===== src/rtl/pc_unit.sv =====
// rtl/pc_unit.sv - program counter with stall-captured redirect, return-address stack and sticky halt
module pc_unit #(
  parameter int ADDR_W     = 16,
  parameter int RESET_ADDR = 0,
  parameter int STEP       = 1,
  parameter int RAS_DEPTH  = 4,
  localparam int CNT_W     = $clog2(RAS_DEPTH + 1)
) (
  input  logic              clk,
  input  logic              rst,
  input  logic              stall,
  input  logic              hlt,
  input  logic              redir_vld,
  input  logic [ADDR_W-1:0] redir_addr,
  input  logic              call,
  input  logic              ret,
  output logic [ADDR_W-1:0] iaddr,
  output logic [ADDR_W-1:0] pc_plus_1,
  output logic              halted,
  output logic              redir_pend,
  output logic [CNT_W-1:0]  ras_count,
  output logic              ras_underflow
);

  localparam int PTR_W = $clog2(RAS_DEPTH);
  localparam logic [PTR_W-1:0] PTR_MAX = PTR_W'(RAS_DEPTH - 1);
  localparam logic [CNT_W-1:0] CNT_MAX = CNT_W'(RAS_DEPTH);

  typedef enum logic {S_RUN, S_HALTED} state_t;

  state_t            state;
  logic [ADDR_W-1:0] pend_addr;
  logic [ADDR_W-1:0] ras_mem [RAS_DEPTH];
  logic [PTR_W-1:0]  top_ptr;

  logic              active;
  logic              ras_nonempty;
  logic              do_push;
  logic              do_pop;
  logic [PTR_W-1:0]  ptr_inc;
  logic [PTR_W-1:0]  ptr_dec;
  logic [ADDR_W-1:0] ras_top;

  assign pc_plus_1 = iaddr + ADDR_W'(STEP);

  // RAS and PC only advance in a live, non-stalled, non-halting RUN cycle
  always_comb begin
    active       = (state == S_RUN) && !hlt && !stall;
    ras_nonempty = (ras_count != '0);
    do_push      = active && call;
    do_pop       = active && ret && ras_nonempty;
    ptr_inc      = (top_ptr == PTR_MAX) ? '0 : top_ptr + 1'b1;
    ptr_dec      = (top_ptr == '0) ? PTR_MAX : top_ptr - 1'b1;
    ras_top      = ras_mem[top_ptr];
  end

  // Simultaneous call+ret replaces the top in place; a lone push overwrites the oldest when full
  always_ff @(posedge clk) begin
    if (!rst && do_push) begin
      ras_mem[do_pop ? top_ptr : ptr_inc] <= pc_plus_1;
    end
  end

  always_ff @(posedge clk) begin
    if (rst) begin
      state         <= S_RUN;
      iaddr         <= ADDR_W'(RESET_ADDR);
      halted        <= 1'b0;
      redir_pend    <= 1'b0;
      pend_addr     <= '0;
      ras_count     <= '0;
      top_ptr       <= '0;
      ras_underflow <= 1'b0;
    end else begin
      case (state)
        S_RUN: begin
          if (hlt) begin
            state      <= S_HALTED;
            halted     <= 1'b1;
            redir_pend <= 1'b0;
          end else if (stall) begin
            if (redir_vld) begin
              pend_addr  <= redir_addr;
              redir_pend <= 1'b1;
            end
          end else begin
            redir_pend <= 1'b0;
            if (redir_vld)             iaddr <= redir_addr;
            else if (redir_pend)       iaddr <= pend_addr;
            else if (ret && ras_nonempty) iaddr <= ras_top;
            else                       iaddr <= pc_plus_1;

            if (ret && !ras_nonempty) ras_underflow <= 1'b1;

            if (do_push && !do_pop) begin
              top_ptr <= ptr_inc;
              if (ras_count != CNT_MAX) ras_count <= ras_count + 1'b1;
            end else if (do_pop && !do_push) begin
              top_ptr   <= ptr_dec;
              ras_count <= ras_count - 1'b1;
            end
          end
        end
        default: begin
          state <= S_HALTED;
        end
      endcase
    end
  end

endmodule

===== config.mk =====
export PLATFORM = sky130hd
export DESIGN_NAME = pc_unit
export DESIGN_NICKNAME = d
export VERILOG_FILES = /design/src/rtl/pc_unit.sv
export SDC_FILE = /design/constraint.sdc
export NUM_CORES = 1
export LEC_CHECK = 0
export BUFFER_PORTS_ARGS = -buffer_cell sky130_fd_sc_hd__buf_2
export CORE_MARGIN = 5
export CORE_UTILIZATION = 46
export CTS_CLUSTER_DIAMETER = 30
export DETAILED_ROUTE_END_ITERATION = 8
export PLACE_DENSITY = 0.66
export SLEW_MARGIN = 40
export SYNTH_ARGS = -nofsm -noshare
export SYNTH_HDL_FRONTEND = slang
export SYNTH_SLANG_ARGS = --single-unit

===== constraint.sdc =====
create_clock -name clk -period 3.4 [get_ports clk]
set_clock_uncertainty 0.15 [all_clocks]
set_input_delay 0.34 -clock clk [delete_from_list [all_inputs] [get_ports clk]]
set_output_delay 0.34 -clock clk [all_outputs]
set_load 0.03 [all_outputs]

Word-level counts from Yosys, hierarchy flattened
Memory sizes are Yosys's and may differ from the RTL's. A register that Yosys moved wholly into a read port is not among the register bits. Cells that the tools add are included.

Register bits: 41. Bits in writable memories: 64. Input bits: 23. Output and inout bits: 38. Memories kept: 1.

Add/sub/neg operators: 5. Equality and inequality tests: 4. Mux-type cells: 20. Bitwise logic cells: 3. Reduce and logical (&&, ||, !) cells: 26.

Memories: ras_mem (depth 4, bits a word 16, read ports 1, clocked after Yosys merged registers in 1, write ports 1, RTL line 33) `logic [ADDR_W-1:0] ras_mem [RAS_DEPTH];`.

Operators with widths (count): $mux 16 (3); $add 16x1->16 const B (1); $mux 2 (7); $reduce_and 4->1 (3); $logic_and 1x1->1 (10); $mux 3 (3); $mux 1 (7); $logic_not 1->1 (6); $reduce_and 5->1 (1); $reduce_and 2->1 (2); $add 3x1->3 const B (1); $ne 3x1->1 const B (1); $ne 3x3->1 const B (1); $not 1->1 (3); $reduce_and 3->1 (1); $reduce_bool 3->1 (1); $sub 3x1->3 const B (1); $add 2x1->2 const B (1); $eq 2x2->1 const B (1); $logic_not 2->1 (1); $ne 2x1->1 const B (1); $reduce_bool 2->1 (1); $sub 2x1->2 const B (1).

Longest topological paths before layout
Word-level depth: 11. Gate-level depth with buffers: 10. Depth with buffers taken out: 10.

Least setup slack after synthesis
Ideal clock, no wire load.

Path type: reg-to-reg. Start: register ras_count[1]. End: memory ras_mem[3][0], enable pin. Library setup time: 0.430 ns. Arrival time: 2.934 ns. Data required time: 2.820 ns. Setup slack: -0.114 ns. Cell stages (with the launch flop): 8. Period minus slack after synthesis: 3.514 ns. Cells stage by stage: dfxtp_1 > buf_4 > o31a_2 > nand2_1 > inv_1 > nor3_1 > a21oi_1 > nor4_1.

Longest elaborated chain between the ends: 3.

Ends and longest elaborated chain: start: declaration (RTL line 21) `output logic [CNT_W-1:0] ras_count,`; start signal: assignment (RTL line 97) `if (ras_count != CNT_MAX) ras_count <= ras_count + 1'b1;`; start signal: assignment (RTL line 100) `ras_count <= ras_count - 1'b1;`; $reduce_bool 3->1 (RTL line 49) `ras_nonempty = (ras_count != '0);`; $logic_and 1x1->1 (RTL line 51) `do_pop = active && ret && ras_nonempty;`; $mux 2 (RTL line 60) `ras_mem[do_pop ? top_ptr : ptr_inc] <= pc_plus_1;`; end: declaration (RTL line 33).

Every way passes these cells.

Final worst setup path
Start: register iaddr[0]. End: output port pc_plus_1[8].

Longest elaborated chain between the ends: 1.

Ends and longest elaborated chain: start: declaration (RTL line 17) `output logic [ADDR_W-1:0] iaddr,`; start signal: assignment (RTL line 67) `iaddr <= ADDR_W'(RESET_ADDR);`; start signal: assignment (RTL line 88) `if (redir_vld) iaddr <= redir_addr;`; start signal: assignment (RTL line 89) `else if (redir_pend) iaddr <= pend_addr;`; $add 16x1->16 (RTL line 44) `assign pc_plus_1 = iaddr + ADDR_W'(STEP);`; end: declaration (RTL line 18) `output logic [ADDR_W-1:0] pc_plus_1,`.

Every way passes these cells.

==> run summary <==
CTS tree - built
RePlAce Congestion - 0.777
Fin nets - 520
Filler cell count - 950
Unique masters post-synth - 48
Number of synthesized flops with an enable pin - 64
Sequential Area - 0.00278 mm2
R2R Path Start - ras_count[1]
Worst hold slack - 0.0597 ns
DIE HEIGHT - 114 um
Io pins - 61
Drt total wl - 12300 um
H-Tree Level Count - 3
Nature of the critical path startpoint - flop
Worst vdd ir - 0.000268 V
Most frequent cell after synthesis - nand2_1
Die X - 114 um
Final hold vios - 0
Slew Limit Fails - 0
Unrepaired setup endpoints after global routing - no
Clk_lat worst skew - 0.36 ns
Layout cells sized above 1 - 22.4%
Final setup TNS - 0 ns
CTS clk-pin slew, worst paths - 0.11 ns
Max cap viols - 0
DP Wirelength - 8450 um
Sink Count - 107
Fmax - 0.340 GHz
DR vias/cell - 5.82
First-pass GRT wire length - 19300 um
Port Buf Inserts - 60
Multi-input logic area - 0.00193 mm2
Post-synth top flop - edfxtp_1
Post-CTS Setup Inserts - 0
Area contributors post-synth - edfxtp_1, dfxtp_1, mux4_2
Total number of vias - 3696
Clock buffer depth - 2
Placed cell count - 619
Min Clock Period, post-route - 2.94 ns
Endpoints failing setup - 0
List of most frequent post-synthesis cells - nand2_1, edfxtp_1, a21oi_1, dfxtp_1
Crit path DAT - 2.45 ns
Final period util - 86.4%
Post-route cell area - 0.00559 mm2
Least-Margin Pin Slew - 0.693 ns
Mapped Cells - 435
Largest net degree at the start of global routing - 50
Hold Crit Class - primary input to flop
R2r setup slk - 0.68 ns
Hold Startpoint - redir_addr[6]
Antenna Nets Post-Route - 0
Post-CTS Resized - 0
Starting Density - 46.4%
Ant diodes - 0
Final Non-Filler Cells - 635
Critical Path RT - 2.91 ns
Critical Setup Path Class - flop to output port
Clock buffer count from CTS - 9
Hold-fix buffers, CTS - 0
Die ar. - 0.0130 mm2
FP Rows - 38
Initial antenna violation count - 0
Post-synth top area share - 38.7%
DR pass1 iterations - 5
Sequential area share after synthesis - 56.0%
Per-cell routed wire length - 19.4 um
FF+latch count, synth - 107
Net Count, Synth - 465
Total leakage power - 2.05 nW
Slew HR - 53.7%
Crit end category - output port
Yosys top cell by area - edfxtp_1
Status - complete, no violations
Setup crit start - iaddr[0]
Area grow syn2layout - 12.6%
Total congestion overflow - 0
Initial DRC Count - 269
Drt drc - 0
Post-Place Cell Area - 0.00536 mm2
Core ar. - 0.0107 mm2
GRT Util Overall - 19.2%
Asr flop ratio synth - 0%
Synth warnings - 0
Synthesized area - 0.00497 mm2
Vias in the first global route - 3625
Pwr Density - 460 mW/mm2
CTS root buffer - clkbuf_8
Avg Inst Size Synth - 11.4 um2
Max FO, Critical Path - 6
path summary, 6_finish.rpt:
kind                                 endpoint  cells past startpoint
worst max register to register   ras_count[2]                      9
worst min-delay path             pend_addr[6]                      3
worst min register to register  pend_addr[13]                      2
worst max-delay path             pc_plus_1[8]                      5
registers in the layout (all words and copies together) (netlist names), 2 cells and up, named ones only:
register and flops:
pend_addr 16, ras_count 3, ras_mem 64, iaddr 16, top_ptr 2
worst max-delay path, cell delays in order, from the launching register on:
cell and delay, ns:
dfxtp_1 0.44, ha_1 0.30, nand3_1 0.33, nor2_1 0.21
xor2_1 0.49, buf_2 0.31
per-layer routing:
metal / GRT usage, % / wire, um
met2: 31.9 / 6050
met1: 25.4 / 5370
met4: 6.65 / 181
met5: 0 / 0
met3: 3.77 / 705
cell usage in the layout, fill, tap and decap left out, types with 4 or more instances in the layout:
cell / n
clkbuf_8: 9
nor4_1: 5
a221o_1: 4
o21ai_0: 12
o211ai_1: 11
mux4_2: 12
xor2_1: 8
mux4_1: 4
ha_1: 7
inv_1: 21
nor2b_1: 4
nand4_1: 8
buf_4: 13
nand3_1: 10
xnor2_1: 6
edfxtp_1: 64
nor3_1: 12
buf_2: 59
nor2_1: 21
a211oi_1: 6
dfxtp_1: 43
a21oi_1: 43
nand2_1: 65
kinds of logic after synthesis:
logic type	synth area share (%)
buffers and inverters	5.47
multiplexers	8.16
adder cells (fa/ha/maj)	1.76
flip-flops	56.0
XOR/XNOR	2.47
AO/OA/AOI/OAI	12.7
AND/OR/NAND/NOR	13.4
power breakdown:
part | total [W] | internal, W | switching, W
logic | 0.000262 | 0.0000804 | 0.000182
clock network | 0.000883 | 0.000428 | 0.000455
registers | 0.00143 | 0.00140 | 0.0000297
total | 0.00257 | 0.00191 | 0.000666
through the flow:
stage / setup WS, ns / util, % / total power, W
after floorplan: 0.537 / - / 0.00163
after global placement: 0.833 / 50.0 / 0.00171
after detailed placement: 0.721 / 50.1 / 0.00172
after CTS: 0.474 / 52.2 / 0.00259
after global routing: 0.287 / 52.3 / 0.00268
final: 0.463 / 52.3 / 0.00257
final cells by class:
| cell class | count | share of cell area (%) |
|---|---|---|
| Multi-Input combinational cell | 279 | 34.6 |
| Inverter | 21 | 1.41 |
| Clock inverter | 7 | 1.88 |
| Sequential cell | 107 | 49.8 |
| Timing Repair Buffer | 72 | 7.03 |
| Clock buffer | 9 | 2.22 |
| Tap cell | 140 | 3.13 |
Note: power is estimated with default switching activity, not from simulation.
